## src/rtl/sr_pulse_gen_if.sv

```systemverilog
// Request/response bundle between a request source and the SR latch front-end.
// The master raises raw requests; the slave returns the latch drive pulses and busy.
interface sr_pulse_gen_if;
  logic set_req;
  logic clr_req;
  logic Sbar;
  logic Rbar;
  logic busy;

  modport master (
    output set_req,
    output clr_req,
    input  Sbar,
    input  Rbar,
    input  busy
  );

  modport slave (
    input  set_req,
    input  clr_req,
    output Sbar,
    output Rbar,
    output busy
  );
endinterface

```

## src/rtl/sr_pulse_gen.sv

```systemverilog
// Synchronise and debounce raw set/clear requests, then drive one timed,
// mutually exclusive active-low pulse on Sbar or Rbar per debounced rising edge.
module sr_pulse_gen #(
  parameter int DB_CNT    = 4,
  parameter int PULSE_LEN = 2,
  parameter int GAP_LEN   = 2
) (
  input  logic          clk,
  input  logic          rst_n,
  sr_pulse_gen_if.slave sr_if
);

  localparam int DB_W   = $clog2(DB_CNT + 1);
  localparam int TM_MAX = (PULSE_LEN > GAP_LEN) ? PULSE_LEN : GAP_LEN;
  localparam int TM_W   = $clog2(TM_MAX + 1);

  typedef enum logic [1:0] {
    ST_IDLE  = 2'd0,
    ST_SET_P = 2'd1,
    ST_CLR_P = 2'd2,
    ST_GAP   = 2'd3
  } state_t;

  // Channel index 0 is the set request, index 1 the clear request.
  logic [1:0] w_raw;
  logic [1:0] w_pend;
  logic [1:0] w_serve;

  assign w_raw = {sr_if.clr_req, sr_if.set_req};

  for (genvar gi = 0; gi < 2; gi++) begin : g_chan
    logic            r_s1;
    logic            r_s2;
    logic            r_db;
    logic            r_pend;
    logic [DB_W-1:0] r_cnt;
    logic            w_flip;

    assign w_flip = (r_s2 != r_db) && (r_cnt == DB_W'(DB_CNT - 1));

    always_ff @(posedge clk or negedge rst_n) begin
      if (!rst_n) begin
        r_s1   <= 1'b0;
        r_s2   <= 1'b0;
        r_db   <= 1'b0;
        r_cnt  <= '0;
        r_pend <= 1'b0;
      end else begin
        r_s1 <= w_raw[gi];
        r_s2 <= r_s1;
        if (r_s2 == r_db) begin
          r_cnt <= '0;
        end else if (w_flip) begin
          r_db  <= r_s2;
          r_cnt <= '0;
        end else begin
          r_cnt <= r_cnt + DB_W'(1);
        end
        // A fresh rising edge wins over a same-cycle serve so it is never lost.
        r_pend <= (r_pend & ~w_serve[gi]) | (w_flip & r_s2);
      end
    end

    assign w_pend[gi] = r_pend;
  end

  state_t          r_state;
  state_t          w_state_next;
  logic [TM_W-1:0] r_tmr;
  logic [TM_W-1:0] w_tmr_next;
  logic            r_sbar;
  logic            r_rbar;
  logic            w_sbar_next;
  logic            w_rbar_next;

  always_ff @(posedge clk or negedge rst_n) begin
    if (!rst_n) begin
      r_state <= ST_IDLE;
      r_tmr   <= '0;
      r_sbar  <= 1'b1;
      r_rbar  <= 1'b1;
    end else begin
      r_state <= w_state_next;
      r_tmr   <= w_tmr_next;
      r_sbar  <= w_sbar_next;
      r_rbar  <= w_rbar_next;
    end
  end

  // Outputs default high; only the pulse states can pull exactly one of them low.
  always_comb begin
    w_state_next = r_state;
    w_tmr_next   = r_tmr;
    w_sbar_next  = 1'b1;
    w_rbar_next  = 1'b1;
    w_serve      = 2'b00;
    case (r_state)
      ST_IDLE: begin
        w_tmr_next = '0;
        if (w_pend[1]) begin
          w_state_next = ST_CLR_P;
          w_rbar_next  = 1'b0;
          w_serve[1]   = 1'b1;
        end else if (w_pend[0]) begin
          w_state_next = ST_SET_P;
          w_sbar_next  = 1'b0;
          w_serve[0]   = 1'b1;
        end
      end
      ST_SET_P: begin
        if (r_tmr == TM_W'(PULSE_LEN - 1)) begin
          w_state_next = ST_GAP;
          w_tmr_next   = '0;
        end else begin
          w_tmr_next  = r_tmr + TM_W'(1);
          w_sbar_next = 1'b0;
        end
      end
      ST_CLR_P: begin
        if (r_tmr == TM_W'(PULSE_LEN - 1)) begin
          w_state_next = ST_GAP;
          w_tmr_next   = '0;
        end else begin
          w_tmr_next  = r_tmr + TM_W'(1);
          w_rbar_next = 1'b0;
        end
      end
      ST_GAP: begin
        if (r_tmr == TM_W'(GAP_LEN - 1)) begin
          w_state_next = ST_IDLE;
          w_tmr_next   = '0;
        end else begin
          w_tmr_next = r_tmr + TM_W'(1);
        end
      end
      default: begin
        w_state_next = ST_IDLE;
        w_tmr_next   = '0;
      end
    endcase
  end

  assign sr_if.Sbar = r_sbar;
  assign sr_if.Rbar = r_rbar;
  assign sr_if.busy = (r_state != ST_IDLE) | (|w_pend);

endmodule
```

## src/flat_wrapper.sv

```systemverilog
// flat-port wrapper written by rule: the top's interface ports become plain ports
module sr_pulse_gen_flat 
#(
  parameter int DB_CNT    = 4,
  parameter int PULSE_LEN = 2,
  parameter int GAP_LEN   = 2
)
  (clk, rst_n, sr_if_set_req, sr_if_clr_req, sr_if_Sbar, sr_if_Rbar, sr_if_busy);
  sr_pulse_gen_if sr_if_i ();
  input  logic clk;
  input  logic rst_n;
  input wire logic [$bits(sr_if_i.set_req)-1:0] sr_if_set_req;
  input wire logic [$bits(sr_if_i.clr_req)-1:0] sr_if_clr_req;
  output wire logic [$bits(sr_if_i.Sbar)-1:0] sr_if_Sbar;
  output wire logic [$bits(sr_if_i.Rbar)-1:0] sr_if_Rbar;
  output wire logic [$bits(sr_if_i.busy)-1:0] sr_if_busy;
  assign sr_if_i.set_req = sr_if_set_req;
  assign sr_if_i.clr_req = sr_if_clr_req;
  assign sr_if_Sbar = sr_if_i.Sbar;
  assign sr_if_Rbar = sr_if_i.Rbar;
  assign sr_if_busy = sr_if_i.busy;
  sr_pulse_gen #(.DB_CNT(DB_CNT), .PULSE_LEN(PULSE_LEN), .GAP_LEN(GAP_LEN)) u_core (.clk(clk), .rst_n(rst_n), .sr_if(sr_if_i));
endmodule
```

## config.mk

```make
export PLATFORM = sky130hd
export DESIGN_NAME = sr_pulse_gen_flat
export DESIGN_NICKNAME = d
export VERILOG_FILES = /design/src/rtl/sr_pulse_gen_if.sv /design/src/rtl/sr_pulse_gen.sv /design/src/flat_wrapper.sv
export SDC_FILE = /design/constraint.sdc
export NUM_CORES = 1
export LEC_CHECK = 0
export CAP_MARGIN = 20
export CORE_UTILIZATION = 30
export CTS_CLUSTER_SIZE = 20
export DETAILED_ROUTE_END_ITERATION = 8
export GPL_ROUTABILITY_DRIVEN = 0
export MAX_ROUTING_LAYER = met4
export PLACE_DENSITY = 0.47
export SLEW_MARGIN = 25
export SYNTH_ARGS = -nofsm -noshare
export SYNTH_HDL_FRONTEND = slang
export SYNTH_SLANG_ARGS = --single-unit
```

## constraint.sdc

```tcl
create_clock -name clk -period 3.3 [get_ports clk]
set_input_delay 0.66 -clock clk [delete_from_list [all_inputs] [get_ports clk]]
set_output_delay 0.66 -clock clk [all_outputs]
set_load 0.02 [all_outputs]
```

==> impl_metrics.ini, run 1 <==
[clock_tree]
numCtsBuffers = 3
cts.sinks = 20
htree_levels = 1
clock_path_buffers = 2
clock_latency_ns = 0.30
clk_pin_slew_ns = 0.11
cts_hold_buffers = 0
cts_root_buf = clkbuf_4
cts_resized = 0
cts_tree = built
post_cts_buffers = 0

[synthesis]
syn_inst = 65
synth_area_um2 = 855
avgSynthCellArea_um2 = 13.1
ys_seq_area_share_pct = 58.9
yosys_warnings = 0
ys_seq_elements = 20
synth_fp_nets = 76
synthDistinctLibCells = 22

[critical_path]
endpoint_kind = output pin
crit_required_ns = 2.64
cp_max_fo = 4
cp_data_arrival_time_ns = 2.04
startpoint_type = flop
crit_type = reg2out
worstRegToRegCells = 5
regToRegEndpoint = u_core.r_state[0]
r2r-start = u_core.r_state[0]
reg2reg_slack_ns = 1.59

[timing]
setup_ws_ns = 0.597
timing.hold.ws_ns = 0.281
drv_slew = 0
setup_violations = 0
worst_pin_slew_ns = 0.443
rsz0062_at_grt = no
fin_setup_tns_ns = 0
hold_violations = 0
fin_skew_ns = 0.00255
fmax_ghz = 0.370
fin_crit_sh_pct = 81.9
slew_headroom_pct = 70.5
post-route-min-period_ns = 2.70

[power_and_ir_drop]
leakage_nw = 0.465
ir_drop_uv = 529
power_density_nw_per_um2 = 980
p_total_w = 0.000980

[floorplan]
core.rowCount = 18
dieArea_um2 = 3070
die_w_um = 55.4
initial_core_util_pct = 33.0
io_pins = 7
die_h_um = 55.4
coreArea_um2 = 2590

[final_layout]
drive_gt1_share_pct = 16.0
area_delta_synth_final_pct = 17.0
fin_nets = 87
final_cell_mix = dfrtp_1, ha_1, clkdlybuf4s50_1
final_common_cell = dfrtp_1
diodes = 0
n_fill_cell = 248

[routing]
drt-total-wl_um = 1160
drt_iter0_drc = 3
num_vias = 481
drc = 0
antenna_left = 0
dr.pass1.iters = 2
wire_per_inst_um = 11.1
via_per_inst = 4.58

[global_routing]
grt_pass1_wl_um = 2050
grt_use_total_pct = 9.24
antenna_found_initial = 0
overflow = 0
first_global_vias = 460
grt_max_degree = 21

[min_path]
min_path_type = in2async

[place]
pre_cts_slack_ns = 0.934
hpwl_um = 854
io_buffers = 6

[flow_run]
cap_violations = 0

[outcome]
status = finished, final reports clean
power by group:
part | switching (W) | total, W | internal, W
clock | 0.0000767 | 0.000200 | 0.000123
sequential | 0.0000468 | 0.000376 | 0.000329
combinational | 0.000193 | 0.000405 | 0.000212
state kept, by name, summed over array words and instances, names as in the netlist:
register,count
u_core.g_chan.r_cnt,6
u_core.g_chan.r_db,2
u_core.g_chan.r_pend,2
u_core.g_chan.r_s1,2
u_core.g_chan.r_s2,2
u_core.r_state,2
u_core.r_tmr,2
u_core.sr_if.Rbar,1
u_core.sr_if.Sbar,1
through the flow:
stage / util [%] / area [um2] / instances
2_1_floorplan: - / 855 / 65
3_3_place_gp: 36.8 / 952 / 101
3_5_place_dp: 36.8 / 952 / 101
4_1_cts: 38.8 / 1000 / 105
5_1_grt: 38.6 / 1000 / 105
6_report: 38.6 / 1000 / 105
final cells by class:
type | instances | area [um2] | area share [%]
Tap cell | 30 | 37.5 | 3.75
Sequential cell | 20 | 503 | 50.3
Clock buffer | 3 | 22.5 | 2.25
Multi-Input combinational cell | 41 | 337 | 33.7
Inverter | 4 | 15.0 | 1.50
Clock inverter | 1 | 30.0 | 3.00
Timing Repair Buffer | 6 | 55.1 | 5.51
logic make-up (layout without fill, tap and decap cells):
| family | after synthesis | after routing | share of synthesized area (%) |
|---|---|---|---|
| xor+xnor | 2 | 2 | 2.05 |
| flops | 20 | 20 | 58.9 |
| simple gates | 21 | 21 | 14.5 |
| compound gates | 7 | 7 | 6.59 |
| buf+inv | 4 | 14 | 1.76 |
| fa+ha+maj | 7 | 7 | 10.2 |
| mux | 4 | 4 | 6.00 |
how the worst max path moves through the flow:
stage	startpoint	cells past startpoint	end
after floorplan	u_core.r_state[0]	3	sr_if_busy
after global placement	u_core.r_state[0]	4	sr_if_busy
after detailed placement	u_core.r_state[0]	4	sr_if_busy
after CTS	u_core.r_state[0]	4	sr_if_busy
after global routing	u_core.r_state[0]	4	sr_if_busy
final	u_core.r_state[0]	4	sr_if_busy
critical path: stages (launching register included):
cell and delay [ns]:
dfrtp_1 0.43, inv_1 0.12, ha_1 0.23, or3b_4 0.42, clkdlybuf4s50_1 0.55
cell usage after synthesis:
cell | instances | area [um2]
nand2b_1 | 3 | 18.8
nand3b_1 | 1 | 7.51
and2_1 | 1 | 6.26
dfstp_2 | 2 | 52.6
mux2i_1 | 1 | 10.0
a22oi_1 | 1 | 7.51
o21ai_4 | 1 | 16.3
a21o_1 | 1 | 7.51
xnor2_1 | 2 | 17.5
o21ai_0 | 3 | 15.0
mux2_4 | 2 | 30.0
nor2b_1 | 4 | 25.0
or3b_4 | 1 | 11.3
nor3b_1 | 3 | 22.5
inv_1 | 4 | 15.0
nor3_1 | 2 | 10.0
nor2_1 | 2 | 7.51
nand2_1 | 4 | 15.0
dfrtp_1 | 18 | 450
mux2_2 | 1 | 11.3
ha_1 | 7 | 87.6
a32o_1 | 1 | 10.0
metal layers:
layer	GRT usage (%)	vias up	wire length [um]	share of wire [%]
li1	-	236	-	-
met1	10.7	232	568	49
met2	13.4	10	518	45
met3	5.15	3	68	5.8
met4	3.21	0	8	0.69
met5	-	-	0	0
No activity file was read; power rests on OpenSTA's default activity.
==> run 2, diff against run 1 <==
PLACE_DENSITY = 0.48   (was 0.47)
clock period = 2.4 ns   (was 3.3 ns; I/O delays follow)
==> run 2 against run 1 <==
  * Worst setup slack worse by 0.47 ns
  * First-iteration DRC count rose to 3.0 times the previous value
  * Via count is 1.0% lower
  * Clock-buffer cell count did not move
  * Final cell count grew 2.9%
  * Global-route usage increased by 0.25 points
  * Clock power is 35% higher
  * Critical path depth stayed put
  * Sequential power increased by 37%
  * Clock skew hardly changed
  * Die area stayed put
  * Worst hold slack better by 0.080 ns
  * Largest cell class unchanged
  * Largest power group unchanged
==> impl_metrics.ini, run 2 (same netlist as run 1, synthesis figures left out) <==
[outcome]
status = finished, final reports clean

[timing]
setup_ws_ns = 0.131
fin_skew_ns = 0.00238
hold_violations = 0
rsz0062_at_grt = no
fin_setup_tns_ns = 0
slew_headroom_pct = 76.5
drv_slew = 0
fin_crit_sh_pct = 94.5
worst_pin_slew_ns = 0.352
fmax_ghz = 0.441
setup_violations = 0
post-route-min-period_ns = 2.27

[critical_path]
path_cells = inv_1, ha_2, or3b_4, dlygate4sd2_1
r2r-start = u_core.r_state[1]
startpoint = u_core.r_state[1]
cp_max_fo = 4
worstRegToRegCells = 5
crit_type = reg2out
endpoint_kind = output pin
regToRegEndpoint = u_core.r_state[1]
cp_data_arrival_time_ns = 1.79
crit_required_ns = 1.92
cpMaxStageDelayCell = dfrtp_1
reg2reg_slack_ns = 0.74
slowest_delay_ns = 0.43
startpoint_type = flop
endpoint = sr_if_busy

[routing]
antenna_left = 0
wire_per_inst_um = 10.9
drc = 0
drt-total-wl_um = 1170
drt_iter0_drc = 9
num_vias = 476
via_per_inst = 4.41
dr.pass1.iters = 2

[power_and_ir_drop]
ir_drop_uv = 705
leakage_nw = 0.478
power_density_nw_per_um2 = 1330

[global_routing]
grt_use_total_pct = 9.49
overflow = 0
grt_max_degree = 21
grt_pass1_wl_um = 2150
first_global_vias = 499
antenna_found_initial = 0

[final_layout]
diodes = 0
top_register = u_core.g_chan.r_cnt
regArea_um2 = 503
final_common_cell = dfrtp_1
largest_register_ffs = 6
final_cell_mix = dfrtp_1, ha_1, clkdlybuf4s50_1
area_delta_synth_final_pct = 20.4
fin_nets = 90
drive_gt1_share_pct = 19.2
multi_input_area_um2 = 339
n_fill_cell = 250

[clock_tree]
clock_latency_ns = 0.30
htree_levels = 1
numCtsBuffers = 3
cts_tree = built
cts.sinks = 20
cts_hold_buffers = 0
cts_root_buf = clkbuf_4
clock_path_buffers = 2
clk_pin_slew_ns = 0.11

[floorplan]
core.rowCount = 18
initial_core_util_pct = 33.0
die_w_um = 55.4
coreArea_um2 = 2590
die_h_um = 55.4
io_pins = 7
dieArea_um2 = 3070

[flow_run]
cap_violations = 0

[place]
hpwl_um = 861
pre_cts_slack_ns = 0.214
io_buffers = 6

[min_path]
min_path_type = reg2reg
## run 2: layout make-up
type	instances	area share, %
Clock inverter	1	2.92
Sequential cell	20	48.9
Clock buffer	3	2.19
Timing Repair Buffer	9	7.91
Tap cell	30	3.65
Multi-Input combinational cell	41	33.0
Inverter	4	1.46
## run 2: layer usage
| metal | global-route usage, % | vias to the layer above | share of wire (%) |
|---|---|---|---|
| met4 | 2.14 | 0 | 0 |
| met3 | 5.15 | 0 | 5.9 |
| li1 | - | 242 | - |
| met5 | - | - | 0 |
| met1 | 10.9 | 224 | 46 |
| met2 | 14.6 | 10 | 48 |
## run 2: power by group
| part | leakage, nW | total (W) | internal, W | switching (W) |
|---|---|---|---|---|
| clock | 0.0279 | 0.000270 | 0.000169 | 0.000102 |
| combinational | 0.201 | 0.000580 | 0.000309 | 0.000271 |
| sequential | 0.249 | 0.000515 | 0.000452 | 0.0000625 |
## run 2: how the worst min path moves through the flow
stage | from | endpoint | slack [ns] | cells past startpoint
2_1_floorplan | rst_n | u_core.g_chan[0].r_cnt[0] | 0.18 | 0
3_3_place_gp | u_core.g_chan[1].r_s1 | u_core.g_chan[1].r_s2 | 0.33 | 0
3_5_place_dp | u_core.g_chan[1].r_s1 | u_core.g_chan[1].r_s2 | 0.34 | 0
4_1_cts | u_core.g_chan[1].r_s1 | u_core.g_chan[1].r_s2 | 0.36 | 0
5_1_grt | u_core.g_chan[1].r_s1 | u_core.g_chan[1].r_s2 | 0.37 | 0
6_report | u_core.g_chan[0].r_s1 | u_core.g_chan[0].r_s2 | 0.36 | 0
## run 2: repair_timing
action / in CTS / in global routing
setup buffers: 0 / 2
endpoints found under the setup margin: 1 / 1
resized for setup: 1 / 1
## run 2: critical path: cells and delay by family (launching register included)
| kind | cells | cell delay, ns |
|---|---|---|
| adder cells (fa/ha/maj) | 1 | 0.22 |
| buffers and inverters | 2 | 0.45 |
| flip-flops | 1 | 0.43 |
| AND/OR/NAND/NOR | 1 | 0.40 |
## run 2: per-stage QoR
step / total power (W) / hold slack (ns) / utilization, % / std cells / area, um2
final: 0.00137 / 0.362 / 39.7 / 108 / 1030
after global routing: 0.00148 / 0.375 / 39.7 / 108 / 1030
after CTS: 0.00136 / 0.365 / 39.0 / 106 / 1010
after detailed placement: 0.00109 / 0.336 / 37.1 / 102 / 960
after global placement: 0.00108 / 0.334 / 37.1 / 102 / 960
after floorplan: 0.000946 / 0.184 / - / 65 / 855
